`src/rtl/gate_bist_pkg.sv`:
```
// Shared types, polynomial constants and next-state helpers for the gate BIST controller.
// Pure declarations; no timing of its own.
// No flow control; the helpers are combinational.
package gate_bist_pkg;

  localparam int BIST_IN_W  = 22;
  localparam int BIST_OUT_W = 10;

  typedef enum logic [1:0] {
    IDLE    = 2'd0,
    APPLY   = 2'd1,
    CAPTURE = 2'd2,
    DONE    = 2'd3
  } bist_state_t;

  // x^22 + x^21 + 1: the feedback bit is the XOR of the two top stages.
  localparam logic [BIST_IN_W-1:0]  LFSR_TAPS = 22'h30_0000;
  // x^10 + x^7 + 1: the shifted-out bit is fed back into stages 0 and 7.
  localparam logic [BIST_OUT_W-1:0] MISR_TAPS = 10'h081;

  function automatic logic [BIST_IN_W-1:0] lfsr_next(input logic [BIST_IN_W-1:0] cur);
    return {cur[BIST_IN_W-2:0], ^(cur & LFSR_TAPS)};
  endfunction

  function automatic logic [BIST_OUT_W-1:0] misr_next(input logic [BIST_OUT_W-1:0] sig,
                                                      input logic [BIST_OUT_W-1:0] resp);
    logic [BIST_OUT_W-1:0] fb;
    fb = sig[BIST_OUT_W-1] ? MISR_TAPS : '0;
    return {sig[BIST_OUT_W-2:0], 1'b0} ^ fb ^ resp;
  endfunction

endpackage

```
`src/rtl/bist_misr.sv`:
```
// Multiple-input signature register compacting gate-model responses.
// One cycle: sig reflects a clear or a compaction on the edge after clr/en.
// No backpressure; clr has priority over en, idle when neither is set.
module bist_misr
  import gate_bist_pkg::*;
#(
  parameter int OUT_W = BIST_OUT_W
) (
  input  logic             clk,
  input  logic             rst_n,
  input  logic             clr,
  input  logic             en,
  input  logic [OUT_W-1:0] resp,
  output logic [OUT_W-1:0] sig
);

  // Signature register: cleared at run start, folds in one response per capture.
  always_ff @(posedge clk or negedge rst_n) begin
    if (!rst_n) begin
      sig <= '0;
    end else if (clr) begin
      sig <= '0;
    end else if (en) begin
      sig <= misr_next(sig, resp);
    end
  end

endmodule

```
`src/rtl/gate_bist_controller.sv`:
```
// LFSR pattern generator + MISR compactor driving a combinational gate model.
// Each pattern held SETTLE_CYC cycles then captured; run = PAT_COUNT*(SETTLE_CYC+1) busy cycles + 1 done cycle.
// No backpressure; start ignored while busy or in DONE, abort returns to IDLE without a done pulse.
module gate_bist_controller
  import gate_bist_pkg::*;
#(
  parameter int IN_W       = BIST_IN_W,
  parameter int OUT_W      = BIST_OUT_W,
  parameter int PAT_COUNT  = 1024,
  parameter int SETTLE_CYC = 1
) (
  input  logic             clk,
  input  logic             rst_n,
  input  logic             start,
  input  logic             abort,
  input  logic [IN_W-1:0]  seed,
  output logic [IN_W-1:0]  pat_o,
  input  logic [OUT_W-1:0] resp_i,
  output logic             busy,
  output logic             done,
  output logic [OUT_W-1:0] signature,
  output logic [15:0]      pat_idx
);

  localparam logic [15:0] PAT_LAST    = 16'(PAT_COUNT);
  localparam logic [3:0]  SETTLE_LOAD = 4'(SETTLE_CYC - 1);

  bist_state_t state, state_nxt;
  logic [3:0]  settle;
  logic        load_run;    // start accepted: seed pattern, clear signature/index
  logic        settle_dec;  // still waiting for the gate model to settle
  logic        capture;     // fold resp_i into the signature this edge
  logic        advance;     // step the LFSR to the next pattern
  logic        last_pat;

  assign last_pat = ((pat_idx + 16'd1) == PAT_LAST);

  // State register.
  always_ff @(posedge clk or negedge rst_n) begin
    if (!rst_n) begin
      state <= IDLE;
    end else begin
      state <= state_nxt;
    end
  end

  // Next-state and control decode; abort beats the DONE transition, start beats abort in IDLE.
  always_comb begin
    state_nxt  = state;
    load_run   = 1'b0;
    settle_dec = 1'b0;
    capture    = 1'b0;
    advance    = 1'b0;
    busy       = 1'b0;
    done       = 1'b0;
    unique case (state)
      IDLE: begin
        if (start) begin
          state_nxt = APPLY;
          load_run  = 1'b1;
        end
      end
      APPLY: begin
        busy = 1'b1;
        if (abort) begin
          state_nxt = IDLE;
        end else if (settle == 4'd0) begin
          state_nxt = CAPTURE;
        end else begin
          settle_dec = 1'b1;
        end
      end
      CAPTURE: begin
        busy    = 1'b1;
        capture = 1'b1;
        if (abort) begin
          state_nxt = IDLE;
        end else if (last_pat) begin
          state_nxt = DONE;
        end else begin
          state_nxt = APPLY;
          advance   = 1'b1;
        end
      end
      DONE: begin
        done      = 1'b1;
        state_nxt = IDLE;
      end
      default: begin
        state_nxt = IDLE;
      end
    endcase
  end

  // Pattern register, settle counter and capture index.
  always_ff @(posedge clk or negedge rst_n) begin
    if (!rst_n) begin
      pat_o   <= '0;
      settle  <= '0;
      pat_idx <= '0;
    end else if (load_run) begin
      // An all-zero seed would lock the LFSR at zero, so substitute all-ones.
      pat_o   <= (seed == '0) ? '1 : seed;
      settle  <= SETTLE_LOAD;
      pat_idx <= '0;
    end else begin
      if (settle_dec) begin
        settle <= settle - 4'd1;
      end
      if (capture && (pat_idx != PAT_LAST)) begin
        pat_idx <= pat_idx + 16'd1;
      end
      if (advance) begin
        pat_o  <= lfsr_next(pat_o);
        settle <= SETTLE_LOAD;
      end
    end
  end

  bist_misr #(
    .OUT_W (OUT_W)
  ) u_misr (
    .clk   (clk),
    .rst_n (rst_n),
    .clr   (load_run),
    .en    (capture),
    .resp  (resp_i),
    .sig   (signature)
  );

endmodule
```
`config.mk`:
```
export PLATFORM = sky130hd
export DESIGN_NAME = gate_bist_controller
export DESIGN_NICKNAME = d
export VERILOG_FILES = /design/src/rtl/gate_bist_pkg.sv /design/src/rtl/bist_misr.sv /design/src/rtl/gate_bist_controller.sv
export SDC_FILE = /design/constraint.sdc
export NUM_CORES = 1
export LEC_CHECK = 0
export CAP_MARGIN = 10
export CORE_UTILIZATION = 54
export CTS_CLUSTER_SIZE = 30
export DETAILED_ROUTE_END_ITERATION = 7
export PLACE_DENSITY = 0.85
export SYNTH_ARGS = -nofsm -noshare
export SYNTH_HDL_FRONTEND = slang
export SYNTH_SLANG_ARGS = --single-unit
export TNS_END_PERCENT = 30
```
`constraint.sdc`:
```
create_clock -name clk -period 4.85 [get_ports clk]
set_input_delay 1.455 -clock clk [delete_from_list [all_inputs] [get_ports clk]]
set_output_delay 1.455 -clock clk [all_outputs]
set_load 0.02 [all_outputs]
```
Word-level counts from Yosys, hierarchy flattened
Cells that the tools add are included.
{"block": "totals", "romBits": 0, "in_bits": 36, "mem_count": 0, "latchBits": 0, "output_inout_bits": 50, "elab_cells": 55, "ramBits": 0, "ff_bits": 54}
{"block": "classes", "reduce_logical": 11, "n_bitwise": 2, "n_shift": 0, "addsub": 2, "multipliers": 0, "muxes": 28, "eq_ne": 7, "n_div": 0, "order_cmp": 0}
{"cell": "$mux W22", "n": 3}
{"cell": "$mux W16", "n": 2}
{"cell": "$logic_not A22 Y1", "n": 1}
{"cell": "$reduce_xor A22 Y1", "n": 1}
{"cell": "$mux W10", "n": 2}
{"cell": "$xor A10 B10 Y10", "n": 2}
{"cell": "$add A16 B1 Y16 const B", "n": 1}
{"cell": "$eq A16 B11 Y1 const B", "n": 1}
{"cell": "$ne A16 B11 Y1 const B", "n": 1}
{"cell": "$mux W4", "n": 3}
{"cell": "$mux W1", "n": 11}
{"cell": "$mux W2", "n": 5}
{"cell": "$mux W8", "n": 1}
{"cell": "$pmux W2 S4", "n": 1}
{"cell": "$reduce_bool A2 Y1", "n": 3}
{"cell": "$eq A2 B2 Y1 const B", "n": 2}
{"cell": "$logic_not A4 Y1", "n": 1}
{"cell": "$sub A4 B1 Y4 const B", "n": 1}
{"cell": "$ne A3 B3 Y1 const B", "n": 1}
{"cell": "$reduce_bool A3 Y1", "n": 1}
{"cell": "$eq A2 B1 Y1 const B", "n": 1}
{"cell": "$logic_not A2 Y1", "n": 1}
{"cell": "$ne A2 B2 Y1 const B", "n": 1}
{"cell": "$reduce_and A2 Y1", "n": 1}
{"cell": "2 further kinds", "n": 2}

Longest topological paths before layout
Gate-level depths: netlist (run 1).
{"block": "depth", "depth_word": 7, "depth_mapped": 9, "mapped_depth_nobuf": 8}

Cells and area by module
Synthesis (run 1) repeated with hierarchy kept, for this count alone.
{"block": "unflattened", "hier_cells": 397, "hier_area_um2": 3629.7}
{"module": "gate_bist_controller", "seq_area_each_um2": 1101.1, "cells_each": 354, "instances": 1, "area_per_inst_um2": 3135.5}
{"module": "bist_misr", "seq_area_each_um2": 250.2, "cells_each": 43, "instances": 1, "area_per_inst_um2": 494.2}

Least setup slack after synthesis (run 1)
No wires, ideal clock.
{"block": "synth_path", "kind": "input to register", "startpoint": "in seed[7]", "endpoint": "reg pat_o[11]", "required_time_ns": 4.764, "setup_slack_ns": 1.770, "arrival_ns": 2.994, "setup_time_ns": 0.086, "n_path_buf": 1, "stages": 6, "cell_sequence": "or4_1 > o41ai_2 > clkbuf_1 > o21ai_0 > o31a_1 > o221ai_2"}
{"block": "synth_via", "elab_chain_len": 3}
{"item": "start: declaration", "line_no": "gate_bist_controller.sv:16", "text": "input logic [IN_W-1:0] seed,"}
{"item": "$logic_not A22 Y1", "line_no": "gate_bist_controller.sv:103", "text": "pat_o <= (seed == '0) ? '1 : seed;"}
{"item": "$mux W22", "line_no": "gate_bist_controller.sv:103"}
{"item": "$mux W22", "line_no": "gate_bist_controller.sv:101", "text": "end else if (load_run) begin"}
{"item": "end signal: assignment", "line_no": "gate_bist_controller.sv:103"}
{"item": "end signal: assignment", "line_no": "gate_bist_controller.sv:114", "text": "pat_o <= lfsr_next(pat_o);"}
{"item": "end: declaration", "line_no": "gate_bist_controller.sv:17", "text": "output logic [IN_W-1:0] pat_o,"}
Every way passes these cells.
A chain may end at the register's enable or synchronous reset.

Final worst setup path (run 1)
{"block": "layout_path", "startpoint": "in start", "endpoint": "reg pat_idx[9]"}
{"block": "layout_via", "elab_chain_len": 3, "word_cells_on_any_way": 4, "classes_between": "mux (3); reduce/logical (1)"}
{"item": "start: declaration", "line_no": "gate_bist_controller.sv:14", "text": "input logic start,"}
{"item": "$mux W1 (*)", "line_no": "gate_bist_controller.sv:58", "text": "if (start) begin"}
{"item": "$mux W1 (*)", "line_no": "gate_bist_controller.sv:56", "text": "unique case (state)"}
{"item": "$mux W16 or $reduce_bool A2 Y1 (tied branches)"}
{"item": "end signal: assignment", "line_no": "gate_bist_controller.sv:111", "text": "pat_idx <= pat_idx + 16'd1;"}
{"item": "end: declaration", "line_no": "gate_bist_controller.sv:22", "text": "output logic [15:0] pat_idx"}
Every way passes the cells marked *; elsewhere a longest branch is shown, timed or not.

==> results.md, run 1 <==
- RSZ-0062 raised after global routing: false
- Final period utilization: about three quarters
- Routed vias: between 3000 and 4000
- Port buffer count: 85
- Drt drc: 0
- Final hold violation count: 0
- Root Buffer: clkbuf_8
- FFs w/ async S/R, synth: 100%
- Final Cell Area: 4440 sq um
- Router iterations before antenna repair: 6
- GP Congestion: 0.855
- ANT nets after route: 0
- Area grow syn2layout: 28.6%
- Total CTS buffers: 5
- Total gr overflow: 0
- Share of the synthesized area in the top cell type: about two fifths
- RR Startpoint: pat_idx[0]
- Final setup fails: 0
- Static leakage: between 1.5 and 2 nW
- Clk network pwr share: between 10% and 20%
- Worst Setup Start Kind: input pin
- P_sw: approximately 0.94 mW
- CTS clk-pin slew, worst paths: about 100 ps
- Wire per inst: 16.7 microns
- Critical Path End Type: flop
- Slew HR: 32.0%
- Yosys reg bits: 54
- Part of the Yosys area used for sequential elements: about two fifths
- Worst setup path start: start
- Syn nets: 410
- Worst Path Required: 5050 ps
- Worst reg-to-reg setup slack: between 1500 and 2000 ps
- Initial core utilization: between 50% and 60%
- Netlist Area Pre-Place: around 3500 sq um
- Main synth FF type: dfrtp_1
- Die Y: 82.0 microns
- Clk_lat worst skew: approximately 310 ps
- Hold_buf cts: 0
- Post-route setup TNS: 0 ps
- Clock buffer depth: 2
- Final Skew: approximately 13 ps
- Clock sink count: between 50 and 60
- CP arrival: 3880 ps
- Worst path slowest cell: o32ai_2
- Detailed placement HPWL: between 5000 and 6000 microns
- First-pass GRT wire length: about 14000 microns
- Mapped Avg Cell Area: about 9.5 sq um
- Peak fanout along the critical path: 16
- Buf+Inv Stages, Crit Path: 1
- Tot Pwr: ~2.3 mW
- 1st-iter DRT viols: 188
- CTS tree: yes
- Worst-path cell chain: clkdlybuf4s50_1 -> and2_2 -> or4b_4 -> o32ai_2 -> o21ai_0 -> o41ai_1
- Area of the core: slightly above 6000 sq um
- Comb pwr share: a little over half
- CP delay by family, top: compound AO/OA/AOI/OAI gates
- Post_cts resized: 0
- Crit path capture: pat_idx[9]
- Largest net degree at the start of global routing: between 50 and 60
- Count of cell instances traversed by the critical path: 6
- # rows: 28
- Max cap viols: 0
- Most frequent cells in the layout: clkdlybuf4s50_1, o21ai_0, dfrtp_1
- Cell variety after synth: 44
- Antenna diodes: 0
- Reg-to-reg endpoint: pat_o[0]
- Net Sw Frac: 41.3%
- WS Path Type: input pin to flop
- Storage cell area: between 1000 and 1500 sq um
- Die X: approximately 82 microns
- Slowest stage delay, CP: about 840 ps
- Highest clock rate: 272 MHz
- Top post-synthesis cells by area: dfrtp_1, o221ai_2, o21ai_0
- Hold path startpoint: state[1]
- Outcome: completed
- Die area: slightly below 7000 sq um
- Setup WS post-layout: approximately 1200 ps
- Vias in the first global route: 3065
- Yosys warning total: 0
- Setup bufs post-CTS: 0
- Hold depth: 2
- Vias/cell: around 6.2
- R2R cell count: 8
- Fraction of layout cells with a size suffix above 1: between 10% and 20%
- Sequential Power Share: between 30% and 40%
- Most common cell after layout, fill and taps aside: clkdlybuf4s50_1
- Final worst path period need: about 3700 ps
- Final #Nets: 485
- I/O pin cnt: 86
- Power Density: between 500 and 600 nW/um^2
- Multi-input gate area: 1880 sq um
- Fin. max-slew vios: 0
- Hold crit path type: flop to flop
- Number of H-tree levels: 2
- Max IR drop VDD: about 0.35 mV
- Internal Power: between 1 and 1.5 mW
- Filler cell count: 438
- Post-synth EDFFs: 0
- Worst-margin pin slew: ~1000 ps
- Pre-CTS WS: a little under 900 ps
- Largest area contributor in the netlist: dfrtp_1
- Final WL: around 8600 microns
- Total track usage: a little over a quarter
- Initial antenna violation count: 0
- Dpl cell area: approximately 4300 sq um
- Cell count after synthesis: roughly 370
[sequential cells by signal, indices dropped and copies added, names as in the netlist]
name        count
pat_o          22
pat_idx        16
u_misr.sig     10
settle          4
state           2
[synth_stat cells (5+ instances only)]
library cell and number:
xnor2_1 17, nand2_1 16, o221ai_2 20, a21oi_1 5, o31a_1 22, o21ai_0 55, o31ai_1 7, nor2b_1 6
nand4_1 5, a211oi_1 9, ha_1 9, clkbuf_1 14, nor2_1 24, o21ai_1 7, inv_1 30, and3_1 6
nor4_1 6, nand3_1 8, dfrtp_1 54
[through the flow]
stage,utilization (%),std cells,hold slack [ps]
detailed placement,71.5,508,542
global route,73.3,516,615
floorplan,-,365,492
global placement,71.5,508,529
finish,73.3,516,577
CTS,73.3,516,573
[worst reg2reg max path: stages, from the launching register on]
cell and delay, ps:
dfrtp_1 470, ha_1 290, nand2_1 160, nor4_1 430
xnor2_1 130, and4b_1 330, a21bo_1 440, buf_4 380
o221ai_1 180
[worst min-delay path by stage]
stage                           to
after floorplan           state[1]
after global placement    state[1]
after detailed placement  state[1]
after CTS                 state[1]
after global routing      state[1]
final                     state[1]
[power groups by stage]
stage / logic [mW] / registers [mW] / clock network (mW)
finish: 1.24 / 0.727 / 0.301
global route: 1.35 / 0.744 / 0.325
CTS: 1.25 / 0.725 / 0.310
detailed placement: 1.24 / 0.732 / 0
global placement: 1.19 / 0.728 / 0
floorplan: 0.673 / 0.858 / 0
[cell type report]
class                      instances  share of cell area, %
inverter                          30                   2.53
multi-input combinational        257                   42.3
sequential                        54                   30.4
timing repair buffer              92                   20.2
clock buffer                       5                   1.55
tap                               75                   2.11
clock inverter                     3                  0.901
[cells by family after synthesis]
group	count (synthesis)	synth area share (%)
mux	3	0.869
buf+inv	54	6.85
compound gates	139	31.7
flops	54	39.1
fa+ha+maj	9	3.26
simple gates	88	13.6
xor+xnor	18	4.56
[layer usage]
layer	global-route usage [%]	vias up	part of all wire, %
met1	32.6	1558	43
met4	7.72	0	0.64
met2	45.9	137	49
li1	-	1505	-
met3	5.56	5	6.6
met5	0	-	0
Power figures use the tool's default switching activity.
==> run 2, diff against run 1 <==
--- a/config.mk
+++ b/config.mk
@@ -6,10 +6,10 @@
 export NUM_CORES = 1
 export LEC_CHECK = 0
 export CAP_MARGIN = 10
-export CORE_UTILIZATION = 54
+export CORE_UTILIZATION = 50
 export CTS_CLUSTER_SIZE = 30
 export DETAILED_ROUTE_END_ITERATION = 7
-export PLACE_DENSITY = 0.85
+export PLACE_DENSITY = 0.79
 export SYNTH_ARGS = -nofsm -noshare
 export SYNTH_HDL_FRONTEND = slang
 export SYNTH_SLANG_ARGS = --single-unit
==> constraint.sdc (replaced) <==
create_clock -name clk -period 3.4 [get_ports clk]
set_input_delay 1.02 -clock clk [delete_from_list [all_inputs] [get_ports clk]]
set_output_delay 1.02 -clock clk [all_outputs]
set_load 0.02 [all_outputs]
==> results.md, run 2 (synthesized netlist as in run 1, its figures left out) <==
- Worst Path Required: 3590 ps (-1460 ps)
- Root Buffer: clkbuf_8
- Outcome: completed
- Initial antenna violation count: 0 (unchanged)
- Hold path endpoint: state[1]
- Wire per inst: 16.6 microns (-0.20%)
- First-pass GRT wire length: 13900 microns (+1.7%)
- Worst-path cell chain: clkdlybuf4s50_1 -> and2_2 -> or4b_4 -> o311ai_4 -> buf_4 -> nor2b_1 -> o21ai_0 -> o41ai_1
- Hold depth: 2 (unchanged)
- R2R cell count: 8 (unchanged)
- Worst-margin pin slew: 860 ps (-160 ps)
- Worst path slowest cell: or4b_4
- Detailed placement HPWL: 6040 microns (+1.8%)
- Number of H-tree levels: 2 (unchanged)
- Static leakage: 1.75 nW (+1.8%)
- Port buffer count: 85 (unchanged)
- Post-route setup TNS: 0 ps (unchanged)
- RR Startpoint: pat_idx[0]
- Most frequent cells in the layout: clkdlybuf4s50_1, o21ai_0, dfrtp_1
- Peak fanout along the critical path: 16 (unchanged)
- Post_cts resized: 0 (unchanged)
- Final #Nets: 491 (+1.2%)
- Die Y: 85.1 microns (+3.8%)
- Final hold violation count: 0 (unchanged)
- Hold crit path type: flop to flop
- Max cap viols: 0 (unchanged)
- I/O pin cnt: 86 (unchanged)
- Vias/cell: 6.06 (-2.5%)
- Initial core utilization: 53.2% (-3.8 points)
- Clk_lat worst skew: 310 ps (about the same)
- Multi-input gate area: 1880 sq um (unchanged)
- CTS tree: yes
- Power Density: 726 nW/um^2 (+42%)
- Utilization after layout: 69.3% (-4.0 points)
- RSZ-0062 raised after global routing: false
- Final period utilization: 83.5%
- Largest register FFs: 22 (unchanged)
- Max IR drop VDD: 0.403 mV (+16%)
- Clock sink count: 54 (unchanged)
- # rows: 29 (+3.6%)
- GP Congestion: 0.847 (-0.97%)
- Clock buffer depth: 2 (unchanged)
- Final Skew: 17.5 ps (+4.20 ps)
- Slew HR: 42.7% (+11 points)
- Drt drc: 0 (unchanged)
- Fraction of layout cells with a size suffix above 1: 11.2% (+1.0 points)
- WS Path Type: input pin to flop
- Die area: 7250 sq um (+7.8%)
- Most common cell after layout, fill and taps aside: clkdlybuf4s50_1
- Final WL: 8700 microns (+1.2%)
- Setup WS post-layout: 560 ps (-617 ps)
- Largest net degree at the start of global routing: 57 (unchanged)
- Die X: 85.1 microns (+3.8%)
- Total CTS buffers: 5 (unchanged)
- Final setup fails: 0 (unchanged)
- Setup bufs post-CTS: 0 (unchanged)
- Antenna diodes: 0 (unchanged)
- Vias in the first global route: 3031 (-1.1%)
- Worst Setup Start Kind: input pin
- Area of the core: 6490 sq um (+7.2%)
- Area grow syn2layout: 30.4%
- Total gr overflow: 0 (unchanged)
- ANT nets after route: 0 (unchanged)
- Most flops, register: pat_o
- Routed vias: 3167 (-1.2%)
- CTS clk-pin slew, worst paths: 100 ps (about the same)
- CP arrival: 3030 ps (-850 ps)
- Storage cell area: 1350 sq um (unchanged)
- Fin. max-slew vios: 0 (unchanged)
- Highest clock rate: 352 MHz
- Hold path startpoint: state[1]
- Critical Path End Type: flop
- Hold_buf cts: 0 (unchanged)
- Final worst path period need: 2840 ps
- Total track usage: 23.8% (-2.5 points)
- Pre-CTS WS: 225 ps (-655 ps)
- Slowest stage delay, CP: 570 ps (-270 ps)
- Router iterations before antenna repair: 4 (-2)
- Reg-to-reg endpoint: pat_o[0]
- Largest registers: pat_o: 22 flops, pat_idx: 16 flops, u_misr.sig: 10 flops
- Worst reg-to-reg setup slack: 640 ps (-1270 ps)
- Filler cell count: 513 (+17%)
- 1st-iter DRT viols: 244 (+30%)
run 2: cell count changes in the layout (fill, tap and decap cells not counted):
cell,before,now
buf_4,7,12
clkinv_2,2,0
buf_12,0,1
clkinv_4,0,1
run 2: layout make-up:
cell class / instances / area share, %
inverters: 30 / 2.50
flip-flops and latches: 54 / 30.0
well taps: 77 / 2.14
repair buffers: 98 / 21.2
multi-input cells: 257 / 41.7
clock inverters: 2 / 0.861
clock buffers: 5 / 1.53
run 2: where the power goes:
| part | internal [mW] | switching [mW] |
|---|---|---|
| Combinational | 0.855 | 0.948 |
| Clock | 0.217 | 0.216 |
| Sequential | 0.850 | 0.185 |
| Total | 1.92 | 1.35 |
run 2: layer usage:
layer  wire length [microns]  global-route usage (%)  vias to the layer above
met5                       0                       0                        -
met4                      74                    6.32                        0
met3                     478                    3.79                        9
met2                    4160                    40.0                      107
met1                    3980                    32.2                     1529
li1                        -                       -                     1522
run 2: per-stage QoR:
step	cell area, sq um	hold slack (ps)	power, mW	instances
finish	4500	563	3.27	523
global placement	4400	533	2.77	516
global route	4500	590	3.49	523
detailed placement	4400	539	2.83	516
CTS	4500	565	3.28	523
floorplan	3450	492	2.18	365
run 2: worst max path at each step:
stage / from / to / slack, ps / cells after the start
2_1_floorplan: seed[7] / pat_o[11] / 750 / 6
3_3_place_gp: start / pat_idx[9] / 260 / 8
3_5_place_dp: start / pat_idx[9] / 230 / 8
4_1_cts: start / pat_idx[9] / 560 / 8
5_1_grt: pat_idx[0] / pat_o[0] / 350 / 8
6_report: start / pat_idx[9] / 560 / 8
run 2: worst max-delay path, delay by kind of cell:
family	cells	cell delay (ps)
simple gates	3	820
buf+inv	2	700
compound gates	3	490
==> run 3, diff against run 2 <==
==> constraint.sdc (replaced) <==
create_clock -name clk -period 2.88 [get_ports clk]
set_input_delay 0.864 -clock clk [delete_from_list [all_inputs] [get_ports clk]]
set_output_delay 0.864 -clock clk [all_outputs]
set_load 0.02 [all_outputs]
==> results.md, run 3 (synthesized netlist as in run 1, its figures left out) <==
- Most flops, register: pat_o
- Die area: 7250 sq um (unchanged)
- Met1 Usage GRT: 33.5% (+1.3 points)
- Total CTS buffers: 5 (unchanged)
- Area of the core: 6490 sq um (unchanged)
- CTS clk-pin slew, worst paths: 100 ps (about the same)
- Dpl cell area: 4450 sq um (+1.3%)
- I/O pin cnt: 86 (unchanged)
- Die Y: 85.1 microns (unchanged)
- Total gr overflow: 0 (unchanged)
- Final hold violation count: 0 (unchanged)
- Area grow syn2layout: 31.8%
- Largest registers: pat_o: 22 flops, pat_idx: 16 flops, u_misr.sig: 10 flops
- Peak fanout along the critical path: 12 (-4)
- Die X: 85.1 microns (unchanged)
- Fin. max-slew vios: 0 (unchanged)
- Final worst path period need: between 2000 and 3000 ps
- Final setup fails: 0 (unchanged)
- Vias in the first global route: 3091 (+2.0%)
- GR peak layer: met2
- GP Congestion: 0.850 (+0.33%)
- R2R cell count: 8 (unchanged)
- Outcome: completed
- Clk_lat worst skew: 310 ps (about the same)
- Antenna diodes: 0 (unchanged)
- Clock sink count: 54 (unchanged)
- Final period utilization: 92.2%
- First-pass GRT wire length: 14600 microns (+5.1%)
- WS Path Type: input pin to flop
- Max IR drop VDD: 0.582 mV (+44%)
- Vias/cell: 6.07 (+0.17%)
- Most frequent cells in the layout: clkdlybuf4s50_1, o21ai_0, dfrtp_1
- CTS tree: yes
- Number of H-tree levels: 2 (unchanged)
- Slew HR: 60.0% (+17 points)
- Final #Nets: 497 (+1.2%)
- # rows: 29 (unchanged)
- Router iterations before antenna repair: 4 (unchanged)
- Max cap viols: 0 (unchanged)
- Met2 usage: 42.1% (+2.1 points)
- Hold_buf cts: 0 (unchanged)
- Reg-to-reg endpoint: pat_o[0]
- Initial core utilization: 53.2% (unchanged)
- Static leakage: 1.78 nW (+1.6%)
- CP arrival: 2840 ps (-190 ps)
- Worst setup path start: start
- Tot Pwr: 3.82 mW (+17%)
- Worst reg-to-reg setup slack: 410 ps (-230 ps)
- 1st-iter DRT viols: 170 (-30%)
- Worst-margin pin slew: 600 ps (-260 ps)
- ANT nets after route: 0 (unchanged)
- Final WL: 8790 microns (+1.1%)
- Initial antenna violation count: 0 (unchanged)
- Post_cts resized: 0 (unchanged)
- Final Cell Area: 4550 sq um (+1.1%)
- Met3 GRT Util: 3.70% (-0.097 points)
- Fraction of layout cells with a size suffix above 1: 12.6% (+1.4 points)
- Port buffer count: 85 (unchanged)
- Highest clock rate: approximately 380 MHz
- RSZ-0062 raised after global routing: false
- Detailed placement HPWL: 6200 microns (+2.7%)
- Critical Path End Type: flop
- Clock buffer depth: 2 (unchanged)
- Final Skew: 8.33 ps (-9.22 ps)
- Hold crit path type: input pin to async pin
- Setup bufs post-CTS: 0 (unchanged)
- Power Density: 839 nW/um^2 (+15%)
- Largest net degree at the start of global routing: 57 (unchanged)
- Total track usage: 25.1% (+1.3 points)
- RR Startpoint: pat_idx[0]
- Worst Path Required: 3070 ps (-520 ps)
- Crit path capture: pat_idx[7]
- Most common cell after layout, fill and taps aside: clkdlybuf4s50_1
- Drt drc: 0 (unchanged)
- Routed vias: 3215 (+1.5%)
- Worst Setup Start Kind: input pin
- Root Buffer: clkbuf_8
- Largest register FFs: 22 (unchanged)
- Wire per inst: 16.6 microns (-0.25%)
==> run 3: changes by cell type in the layout (fill, tap and decap cells not counted) <==
cell        before  now
clkbuf_8         5    6
clkinv_4         1    0
buf_4           12   17
bufinv_16        1    0
inv_6            0    1
clkinvlp_4       0    1
buf_12           1    2
==> run 3: cell type report <==
cell class                 count  area, sq um
tap                           77         96.3
clock buffer                   6         82.6
sequential                    54         1350
timing repair buffer         104         1010
inverter                      30          113
multi-input combinational    257         1880
clock inverter                 2         16.3
fill                         499         1940
==> run 3: worst min path at each step <==
stage / cells past startpoint / from / end
6_report: 1 / rst_n / pat_o[7]
5_1_grt: 1 / rst_n / pat_o[19]
4_1_cts: 1 / rst_n / settle[1]
3_5_place_dp: 2 / state[1] / state[1]
3_3_place_gp: 2 / state[1] / state[1]
2_1_floorplan: 2 / state[1] / state[1]
==> run 3: where the power goes <==
part           leakage [nW]  switching [mW]  internal [mW]
clock                0.0478           0.265          0.199
combinational          1.05            1.11           1.02
sequential            0.687           0.221           1.00
==> run 3: per-stage QoR <==
| step | cells | util (%) | setup WS, ps | hold slack, ps | TNS, ps |
|---|---|---|---|---|---|
| after global placement | 522 | 68.6 | -14.4 | 531 | -28.1 |
| final | 530 | 70.1 | 226 | 548 | 0 |
| after detailed placement | 522 | 68.6 | -69.3 | 543 | -907 |
| after global routing | 530 | 70.1 | 115 | 583 | 0 |
| after CTS | 530 | 70.1 | 259 | 552 | 0 |
| after floorplan | 365 | - | 391 | 492 | 0 |
==> run 3: routing by layer <==
layer  part of all wire [%]  up-vias
li1                       -     1533
met1                     45     1552
met2                     48      122
met3                    6.0        8
met4                    1.0        0
met5                      0        -
==> run 3: worst max-delay path, cell delays in order <==
cell             delay (ps)
clkdlybuf4s50_1         420
and2_2                  180
or4b_4                  560
o311ai_4                270
buf_4                   240
a21oi_1                  50
o21ai_0                 150
o31ai_1                 100
